$ cat src/rtl/count_monitor_if.sv
`default_nettype none
// ============================================================================
// Module      : count_monitor_if
// Description : Bundles the observed count bus, the statistics clear and the
//               monitor status/statistics outputs.
//               master : drives y and clr, observes status (counter/testbench)
//               slave  : samples y and clr, drives status (count_monitor)
// Signals     : y          [W-1:0] count value under observation
//               clr                synchronous clear of err_cnt / wrap_cnt
//               locked             monitor is in the LOCKED state
//               err_pulse          one-cycle step-error pulse
//               wrap_pulse         one-cycle wrap-around pulse
//               err_cnt    [7:0]   saturating error count
//               wrap_cnt   [7:0]   wrap count, modulo 256
// Revision    : 1.0 - initial release
// ============================================================================
interface count_monitor_if #(
    parameter int W = 8
);
    logic [W-1:0] y;
    logic         clr;
    logic         locked;
    logic         err_pulse;
    logic         wrap_pulse;
    logic [7:0]   err_cnt;
    logic [7:0]   wrap_cnt;

    modport master (
        output y,
        output clr,
        input  locked,
        input  err_pulse,
        input  wrap_pulse,
        input  err_cnt,
        input  wrap_cnt
    );

    modport slave (
        input  y,
        input  clr,
        output locked,
        output err_pulse,
        output wrap_pulse,
        output err_cnt,
        output wrap_cnt
    );
endinterface : count_monitor_if
`default_nettype wire

$ cat src/rtl/count_monitor.sv
`default_nettype none
// ============================================================================
// Module      : count_monitor
// Description : Receive-side checker for a free-running counter bus. Locks
//               onto a clean +1 sequence, then flags every broken step and
//               counts wrap-arounds. All outputs are registered.
// Ports       : clk   - sole clock, rising edge
//               res   - asynchronous active-low reset
//               bus   - count_monitor_if.slave (y, clr in; status out)
// Parameters  : W           - count bus width
//               LOCK_CYCLES - consecutive good steps needed to lock (1..15)
// Revision    : 1.0 - initial release
// ============================================================================
module count_monitor #(
    parameter int W           = 8,
    parameter int LOCK_CYCLES = 4
) (
    input  wire                   clk,
    input  wire                   res,
    count_monitor_if.slave        bus
);

    typedef enum logic [1:0] {
        ST_IDLE   = 2'd0,
        ST_SYNC   = 2'd1,
        ST_LOCKED = 2'd2
    } state_t;

    localparam logic [3:0]   c_lock_run = 4'(LOCK_CYCLES);
    localparam logic [W-1:0] c_all_ones = {W{1'b1}};

    state_t       state_q, state_d;
    logic [W-1:0] prev_q, prev_d;
    logic [3:0]   run_q, run_d;
    logic         err_pulse_q, err_pulse_d;
    logic         wrap_pulse_q, wrap_pulse_d;
    logic [7:0]   err_cnt_q, err_cnt_d;
    logic [7:0]   wrap_cnt_q, wrap_cnt_d;

    logic         w_good;
    logic [3:0]   w_run_inc;

    // The +1 comparison wraps naturally at W bits, so all-ones -> 0 is good.
    assign w_good    = (bus.y == prev_q + W'(1));
    assign w_run_inc = run_q + 4'd1;

    always_comb begin
        state_d      = state_q;
        prev_d       = bus.y;
        run_d        = run_q;
        err_pulse_d  = 1'b0;
        wrap_pulse_d = 1'b0;
        err_cnt_d    = err_cnt_q;
        wrap_cnt_d   = wrap_cnt_q;

        case (state_q)
            ST_IDLE: begin
                // First edge after reset only seeds prev.
                state_d = ST_SYNC;
                run_d   = 4'd0;
            end
            ST_SYNC: begin
                // Errors are never reported while hunting for lock.
                if (w_good) begin
                    if (w_run_inc == c_lock_run) begin
                        state_d = ST_LOCKED;
                        run_d   = 4'd0;
                    end else begin
                        run_d = w_run_inc;
                    end
                end else begin
                    run_d = 4'd0;
                end
            end
            ST_LOCKED: begin
                if (w_good) begin
                    if (prev_q == c_all_ones) begin
                        wrap_pulse_d = 1'b1;
                        wrap_cnt_d   = wrap_cnt_q + 8'd1;
                    end
                end else begin
                    err_pulse_d = 1'b1;
                    if (err_cnt_q != 8'hFF) begin
                        err_cnt_d = err_cnt_q + 8'd1;
                    end
                    state_d = ST_SYNC;
                    run_d   = 4'd0;
                end
            end
            default: begin
                state_d = ST_IDLE;
                run_d   = 4'd0;
            end
        endcase

        // Clear wins over any increment on the same edge; pulses untouched.
        if (bus.clr) begin
            err_cnt_d  = 8'd0;
            wrap_cnt_d = 8'd0;
        end
    end

    always_ff @(posedge clk or negedge res) begin
        if (!res) begin
            state_q      <= ST_IDLE;
            prev_q       <= '0;
            run_q        <= 4'd0;
            err_pulse_q  <= 1'b0;
            wrap_pulse_q <= 1'b0;
            err_cnt_q    <= 8'd0;
            wrap_cnt_q   <= 8'd0;
        end else begin
            state_q      <= state_d;
            prev_q       <= prev_d;
            run_q        <= run_d;
            err_pulse_q  <= err_pulse_d;
            wrap_pulse_q <= wrap_pulse_d;
            err_cnt_q    <= err_cnt_d;
            wrap_cnt_q   <= wrap_cnt_d;
        end
    end

    assign bus.locked     = (state_q == ST_LOCKED);
    assign bus.err_pulse  = err_pulse_q;
    assign bus.wrap_pulse = wrap_pulse_q;
    assign bus.err_cnt    = err_cnt_q;
    assign bus.wrap_cnt   = wrap_cnt_q;

endmodule : count_monitor
`default_nettype wire

$ cat src/flat_wrapper.sv
// flat-port wrapper written by rule: the top's interface ports become plain ports
module count_monitor_flat 
#(
    parameter int W           = 8,
    parameter int LOCK_CYCLES = 4
)
  (clk, res, bus_y, bus_clr, bus_locked, bus_err_pulse, bus_wrap_pulse, bus_err_cnt, bus_wrap_cnt);
  count_monitor_if #(.W(W)) bus_i ();
  input  wire clk;
  input  wire res;
  input wire logic [$bits(bus_i.y)-1:0] bus_y;
  input wire logic [$bits(bus_i.clr)-1:0] bus_clr;
  output wire logic [$bits(bus_i.locked)-1:0] bus_locked;
  output wire logic [$bits(bus_i.err_pulse)-1:0] bus_err_pulse;
  output wire logic [$bits(bus_i.wrap_pulse)-1:0] bus_wrap_pulse;
  output wire logic [$bits(bus_i.err_cnt)-1:0] bus_err_cnt;
  output wire logic [$bits(bus_i.wrap_cnt)-1:0] bus_wrap_cnt;
  assign bus_i.y = bus_y;
  assign bus_i.clr = bus_clr;
  assign bus_locked = bus_i.locked;
  assign bus_err_pulse = bus_i.err_pulse;
  assign bus_wrap_pulse = bus_i.wrap_pulse;
  assign bus_err_cnt = bus_i.err_cnt;
  assign bus_wrap_cnt = bus_i.wrap_cnt;
  count_monitor #(.W(W), .LOCK_CYCLES(LOCK_CYCLES)) u_core (.clk(clk), .res(res), .bus(bus_i));
endmodule
$ cat config.mk
export PLATFORM = sky130hd
export DESIGN_NAME = count_monitor_flat
export DESIGN_NICKNAME = d
export VERILOG_FILES = /design/src/rtl/count_monitor_if.sv /design/src/rtl/count_monitor.sv /design/src/flat_wrapper.sv
export SDC_FILE = /design/constraint.sdc
export NUM_CORES = 1
export LEC_CHECK = 0
export ABC_AREA = 1
export CAP_MARGIN = 20
export CORE_ASPECT_RATIO = 1.75
export CORE_MARGIN = 4
export CORE_UTILIZATION = 50
export CTS_BUF_LIST = sky130_fd_sc_hd__clkbuf_16
export DETAILED_ROUTE_END_ITERATION = 16
export HOLD_SLACK_MARGIN = 0.02
export PLACE_DENSITY = 0.78
export SLEW_MARGIN = 10
export SYNTH_ARGS = -nofsm -noshare
export SYNTH_HDL_FRONTEND = slang
export SYNTH_SLANG_ARGS = --single-unit
$ cat constraint.sdc
create_clock -name clk -period 1.83 [get_ports clk]
set_input_delay 0.366 -clock clk [delete_from_list [all_inputs] [get_ports clk]]
set_output_delay 0.366 -clock clk [all_outputs]
set_load 0.01 [all_outputs]
* Yosys cells after proc, flatten, opt, wreduce, memory -nomap -nowiden
Index checks and enable logic that the tools add are counted.
** Cells by class
- Add/subtract/negate cells :: 4
- Reductions and logical operators :: 8
- Eq/ne operators :: 10
- Mux-type cells :: 21
** Operator list (count)
- 8-bit two-way mux :: 8
- 8-bit by 1-bit adder with 8-bit output, second input constant :: 3
- 4-bit two-way mux :: 3
- 3-bit AND reduction :: 3
- 8-bit equality test :: 1
- 8-bit equality test, second input constant :: 1
- 8-bit != test, second input constant :: 1
- 4-bit one-hot mux with 2 select lines :: 1
- 2-bit nonzero test :: 4
- 2-bit two-way mux :: 3
- 2-bit one-hot mux with 3 select lines :: 1
- 1-bit two-way mux :: 5
- 4-bit by 1-bit adder with 4-bit output, second input constant :: 1
- 4-bit by 3-bit equality test with 1-bit output, second input constant :: 1
- 2-bit by 1-bit != test with 1-bit output, second input constant :: 2
- 2-bit != test, second input constant :: 2
- 2-bit by 1-bit equality test with 1-bit output, second input constant :: 1
- 2-bit equality test, second input constant :: 1
- 2-bit zero test :: 1
** Storage, ports and cells
- Logic and storage cells :: 50
- Flip-flop bits (word level) :: 32
- Output and inout port bits :: 19
- Input port bits :: 11

* Depth between registers and ports, before layout
- Word-level depth :: 5
- Mapped depth :: 14
- Mapped depth without buffers :: 14

* Worst setup path after synthesis
Ideal clock, no wire load.
- Path kind :: register to register
- From :: reg u_core.prev_q[0]
- To :: reg u_core.wrap_cnt_q[5] (netlist: u_core.bus.wrap_cnt[5])
- Data arrival time :: 1.623 ns
- Library setup time :: 0.117 ns
- Required time :: 1.713 ns
- Path buffers :: 0
- Stages on the path, launching flop included :: 13
- Clock period less this slack :: 1.740 ns
- Slack :: 0.090 ns
- Cell sequence :: dfrtp_1 > ha_1 > inv_1 > nand2_1 > nand2_1 > nor2_1 > inv_1 > nor2_4 > nand4_2 > nand2_4 > nand3_4 > nand2_1 > nand2_1
** Between the ends
- Cells in the longest elaborated chain, start to end :: 4
- Elaborated cells between the ends (all ways) :: 6
- Classes of those cells :: add/sub (1); eq/ne (2); reduce/logical (3)
** RTL lines
- start, declared :: RTL line count_monitor.sv:33 : logic [W-1:0] prev_q, prev_d;
- start signal, assigned :: RTL line count_monitor.sv:114 : prev_q <= prev_d;
- 8-bit by 1-bit adder with 8-bit output :: RTL line count_monitor.sv:44 : assign w_good = (bus.y == prev_q + W'(1));
- 8-bit equality test :: RTL line count_monitor.sv:44
- 2-bit nonzero test (no line)
- 3-bit AND reduction (no line) (*)
- end signal, assigned :: RTL line count_monitor.sv:119 : wrap_cnt_q <= wrap_cnt_d;
- end, declared :: RTL line count_monitor.sv:38 : logic [7:0] wrap_cnt_q, wrap_cnt_d;
Every way passes the cells marked *; elsewhere a longest branch is shown, timed or not.
A chain may end at the register's enable or synchronous reset.

* Worst setup path after layout
- From :: reg u_core.prev_q[1]
- To :: reg u_core.wrap_cnt_q[6] (netlist: u_core.bus.wrap_cnt[6])
Same word-level chain as after synthesis.

==> run_results.csv <==
group,metric,value,unit
outcome,status,"finished, final reports clean",
cts,cts_sinks,32,
timing,drv_slew,0,
timing,skew,0.00403,ns
worst_setup_path,worstPathCellList,"ha_4 -> inv_2 -> nand2_2 -> nand2_2 -> nor2_4 -> inv_2 -> nor2_4 -> nand4_4 -> nand2_4 -> nand3_4 -> nand2_2 -> nand2_2",
timing,tightest_slew,0.411,ns
cts,htreeDepth,2,
place,place_ws,-0.256,ns
detailed_routing,antenna_left,0,
yosys,synth.most_common_cell,"nand2_1",
layout,nNetsFinal,357,
yosys,netlist_top_cells_area,"dfrtp_1 (37%), nand2_1 (14%), inv_1 (6.0%), nand3_1 (5.7%), nor2_1 (4.8%)",
detailed_routing,via_count,2024,
worst_setup_path,critPathLaunchType,"flop",
cts,insertion_delay,0.27,ns
worst_setup_path,crit_arrival,1.95,ns
layout,multi_input_area,1350,um^2
die,initial_core_util,52.2,%
yosys,synth_area_per_cell,7.57,um^2
run,max_cap_viol_count,0,
yosys,synthTopCellsByCount,"nand2_1 (80), inv_1 (35), dfrtp_1 (32)",
worst_setup_path,slowest_stage,"dfrtp_1",
layout,fillers,336,
yosys,yosysTopAreaCell,"dfrtp_1",
grt,first_global_vias,2033,
worst_setup_path,crit_type,"flop to flop",
grt,track_usage,19.5,%
detailed_routing,via_per_inst,5.19,
detailed_routing,wl_per_cell,12.3,um
die,row_count,31,
grt,grt-busiest-layer,"met2",
detailed_routing,firstDrtPassIters,4,
grt,grt_pass1_wl,8.36,mm
timing,finalCriticalPeriod,1.79,ns
cts,clkTransAtPathRegs,0.05,ns
cts,tritoncts,"done",
detailed_routing,drtIter0Drc,87,
yosys,synth_edf_count,0,
cts,holdBufCountCts,0,
grt,groute.layer.met2.usage,36.3,%
grt,use_met1,20.2,%
timing,finalCritPeriodShare,97.6,%
grt,grt_remaining_overflow,0,
yosys,yosys_warnings,0,
yosys,synth.ff_latch_count,32,
die,die-area,5540,um^2
power_and_ir_drop,power.leakage,1.44,nW
grt,met3_usage,3.39,%
yosys,syn_nets,305,
timing,fmax,560,MHz
worst_setup_path,worstPathRequired,1.99,ns
die,pin_count,30,
timing,rsz0062_at_grt,"true",
layout,drive_gt1_share,24.6,%
worst_setup_path,crit_top_cell,"nand2_2",
timing,hold_viol_final,0,
die,die_w,58.0,um
grt,grt_max_degree,33,
timing,slew_headroom,72.6,%
timing,setup_ws,0.0431,ns
worst_setup_path,worstPathMaxFanout,7,
timing,finalSetupViolCount,0,
cts,clockBufferDepth,2,
yosys,synthArstFlopShare,100,%
layout,antenna_cells,0,
place,dp_hpwl,3.64,mm
worst_setup_path,crit_family,"simple AND/OR/NAND/NOR gates",
power_and_ir_drop,p_total,1.82,mW
layout,areaGrowthSynthToFinish,33.7,%
min_path,hold_class,"primary input to flop",
grt,antenna_found_initial,0,
worst_setup_path,end_kind,"flop",
worst_setup_path,max_stage_delay,0.41,ns
place,routabilityCongestion,0.812,
yosys,ys_seq_area_share,36.6,%
die,chipHeight,95.5,um
yosys,synth_top_area_share,36.6,%
worst_setup_path,cp_num_buf_inv,2,
timing,fin_tns_setup,0,ns
detailed_routing,wirelength,4.80,mm
cts,root_buffer,"clkbuf_16",
die,core-area,4190,um^2
power_and_ir_drop,max-vdd-ir-drop,0.000678,V
cts,cts_made_buffers,5,
yosys,ys.flop_type,"dfrtp_1",
detailed_routing,drc,0,
yosys,synth.distinct_cells,31,
place,port_buffers,29,
power_and_ir_drop,power.density,622,nW/um^2
yosys,netlist_instances,289,
yosys,synth_area,2190,um^2
layout,seq_area,801,um^2
routing by layer:
metal | share of wire [%] | wire, um
met5 | 0 | 0
met4 | 2.6 | 127
met3 | 2.9 | 141
met2 | 57 | 2720
met1 | 38 | 1810
cell usage in the layout (no fill, tap or decap), types with 5 or more instances in the layout:
cell type	count
nand2_2	18
nand2_1	72
nand3_1	17
inv_1	32
buf_4	16
nor2_1	25
clkdlybuf4s50_1	28
nand4_1	14
xnor2_1	6
nand3_2	11
nand2_4	5
nor2_4	7
inv_2	5
clkbuf_16	5
xor2_1	7
dfrtp_1	32
power by group:
| group | internal [mW] | switching (mW) |
|---|---|---|
| sequential | 0.729 | 0.0284 |
| clock | 0.485 | 0.279 |
| combinational | 0.124 | 0.173 |
| total | 1.34 | 0.480 |
registers in the layout, indices dropped and copies added (netlist names):
register and cells:
u_core.prev_q 8, u_core.run_q 4, u_core.bus.err_pulse 1, u_core.bus.err_cnt 8, u_core.bus.wrap_cnt 8, u_core.bus.wrap_pulse 1
u_core.state_q 2
metrics by stage:
step	cells	hold slack, ns	util, %	cell area [um^2]
2_1_floorplan	289	0.0704	-	2190
3_3_place_gp	381	0.487	63.3	2650
5_1_grt	390	0.325	69.8	2930
6_report	390	0.300	69.8	2930
4_1_cts	388	0.513	66.7	2800
3_5_place_dp	381	0.499	63.3	2650
logic make-up (layout without fill, tap and decap cells):
logic type	Yosys count	in the layout	share of synthesized area [%]
fa+ha+maj	5	5	2.86
flops	32	32	36.6
buf+inv	40	92	6.92
xor+xnor	13	13	5.20
simple gates	191	191	46.4
compound gates	8	8	2.00
cell type report:
class	count	area share (%)
Timing Repair Buffer	47	14.9
Clock inverter	2	0.257
Tap cell	49	2.10
Multi-Input combinational cell	217	46.2
Sequential cell	32	27.4
Inverter	38	4.88
Clock buffer	5	4.28
timing repair:
| item | CTS | global route |
|---|---|---|
| hold endpoints to repair | 0 | 0 |
| gates resized for setup | 3 | 33 |
| buffers inserted | 0 | 2 |
| pin swaps | 4 | 17 |
| setup endpoints to repair | 13 | 24 |
worst paths after layout:
kind	startpoint	to	slack, ns	depth (start not counted)
setup / recovery	u_core.prev_q[1]	u_core.bus.wrap_cnt[6]	0.04	12
hold / removal	bus_y[5]	u_core.prev_q[5]	0.30	1
setup reg to reg	u_core.prev_q[1]	u_core.bus.wrap_cnt[6]	0.04	12
hold reg to reg	u_core.run_q[3]	u_core.run_q[3]	0.51	2
max in group asynchronous	res	u_core.bus.err_pulse	1.04	2
min in group asynchronous	res	u_core.bus.err_cnt[4]	0.50	2
Note: power is estimated with default switching activity, not from simulation.
==> RTL edit 1 (same settings) <==
`W` is set to 8 in 3 places; all go to 10.
--- a/src/rtl/count_monitor_if.sv
+++ b/src/rtl/count_monitor_if.sv
@@ -15,7 +15,7 @@
 // Revision    : 1.0 - initial release
 // ============================================================================
 interface count_monitor_if #(
-    parameter int W = 8
+    parameter int W = 10
 );
     logic [W-1:0] y;
     logic         clr;
--- a/src/rtl/count_monitor.sv
+++ b/src/rtl/count_monitor.sv
@@ -12,7 +12,7 @@
 // Revision    : 1.0 - initial release
 // ============================================================================
 module count_monitor #(
-    parameter int W           = 8,
+    parameter int W           = 10,
     parameter int LOCK_CYCLES = 4
 ) (
     input  wire                   clk,
--- a/src/flat_wrapper.sv
+++ b/src/flat_wrapper.sv
@@ -1,7 +1,7 @@
 // flat-port wrapper written by rule: the top's interface ports become plain ports
 module count_monitor_flat 
 #(
-    parameter int W           = 8,
+    parameter int W           = 10,
     parameter int LOCK_CYCLES = 4
 )
   (clk, res, bus_y, bus_clr, bus_locked, bus_err_pulse, bus_wrap_pulse, bus_err_cnt, bus_wrap_cnt);
Interface: changed (resized bus_y); port bits go from 30 to 32. No check against the original RTL was run, so the function may have changed too.
==> RTL edit 1 against the unedited design <==
  * The run now ends with negative setup slack left
  * First-iteration DRC count increased by 4.6%
  * Wire length up 15%
  * Area after synthesis grew 6.3%
  * Worst setup slack got worse by 0.14 ns
  * Worst hold slack gained 0.21 ns
  * Final area rose by 6.2%
  * Total power up 4.4%
  * Sequential cell count is 2 higher
  * Critical path type unchanged
  * Largest cell class unchanged
  * Largest power group is now sequential cells
==> RTL edit 1: results (changes against the unedited design) <==
Place
  • Dpl hpwl: 3890 um (+7.0%)
  • Post-DP Area: 2850 um^2 (+7.4%)
  • Dpl ws: -0.340 ns (-0.0840 ns)
  • Placed cells: 421 (+10%)
  • IO Port Bufs: 31 (+6.9%)

STA
  • Max-Slew Margin vs Limit: 70.2% (-2.4 points)
  • Worst setup margin: -0.0962 ns (-0.139 ns)
  • Setup Skew: 0.00733 ns (+0.00330 ns)
  • Setup TNS: -1.16 ns (-1.16 ns)
  • Final setup violation count: 21 (+21)

Layout
  • Signal inverters: 46 (+21%)
  • Register area: 851 um^2 (+6.3%)
  • Post-route insts no fill: 431 (+11%)
  • Area of the multi-input gates: 1400 um^2 (+3.7%)
  • # fillers: 346 (+3.0%)
  • Clock buf/inv share: 4.43% (-0.10 points)
  • # nets final: 397 (+11%)
  • Layout cells sized above 1: 21.1% (-3.6 points)
  • Sequential cell count: 34 (+6.3%)
  • Area grow syn2layout: 33.6% (about the same)
  • Number of multi-input logic gates: 241 (+11%)

Global route
  • Number of global-route vias before repair: 2,147 (+5.6%)
  • First-pass GRT wire length: 9270 um (+11%)
  • GRT Util Overall: 20.3% (+0.77 points)
  • GR Layer Usage met3: 3.97% (+0.58 points)
  • GR Layer Usage met2: 35.6% (-0.68 points)
  • Largest net degree at the start of global routing: 35 (+6.1%)
  • M1 GR Usage: 22.4% (+2.1 points)

Clocking
  • H-Tree Depth: 2 (unchanged)
  • CTS-repair resized insts: 9 (+6)

Detailed routing
  • DR WL met2: 3040 um (+12%)
  • Met1 Wirelength: 2170 um (+20%)
  • Routed WL per cell: 12.8 um (+4.3%)
  • Met3 WL: 163 um (+16%)

Logic synthesis
  • Most frequent cells after synthesis: 103 x nand2_1, 44 x inv_1, 34 x dfrtp_1, 34 x nand3_1, 33 x nor2_1
  • Synth top area cells: dfrtp_1 37%, nand2_1 17%, nand3_1 7.3%
  • Adder-Cell Fraction of Synth Area: 2.69% (-0.17 points)
  • Sequential area share after synthesis: 36.6% (about the same)
  • Syn_area_per_cell: 7.16 um^2 (-5.5%)
  • Post-Synth XOR/XNOR Area: 4.52% (-0.68 points)
  • Syn nets: 343 (+12%)

Setup path
  • Crit path max fanout: 6 (-1)
  • Arr. time, crit path: 2.09 ns (+0.14 ns)

Die
  • Core area: 4440 um^2 (+6.1%)

Outcome
  • Failing checks: negative setup slack
  • Status: complete, but fails checks

Worst hold path
  • Worst Hold Class: primary input to asynchronous set/reset pin

Pwr
  • Max VDD drop: 0.571 mV (-16%)
  • Leakage dissipation: 1.58 nW (+9.7%)
-- RTL edit 1: cell count changes after synthesis, sizes merged, moves of 2 or more --
| cell | delta |
|---|---|
| nor3b | +3 |
| inv | +8 |
| clkbuf | +2 |
| o21ai | +2 |
| dfrtp | +2 |
| xnor2 | -2 |
| nand3 | +8 |
| nand4 | -6 |
| nand2 | +15 |
-- RTL edit 1: final timing paths --
path / from / end / slack (ns) / depth (start not counted)
worst max-delay path: u_core.prev_q[1] / u_core.state_q[0] / -0.1 / 13
worst min-delay path: res / u_core.prev_q[3] / 0.51 / 2
worst max register to register: u_core.prev_q[1] / u_core.state_q[0] / -0.1 / 13
worst min register to register: u_core.state_q[0] / u_core.state_q[0] / 0.52 / 1
max in group asynchronous: res / u_core.bus.wrap_cnt[4] / 1.01 / 2
min in group clk: u_core.state_q[0] / u_core.state_q[0] / 0.52 / 1
-- RTL edit 1: power breakdown --
part	switching (W)	internal, W
Sequential	0.0000282	0.000774
Clock	0.000308	0.000491
Combinational	0.000170	0.000127
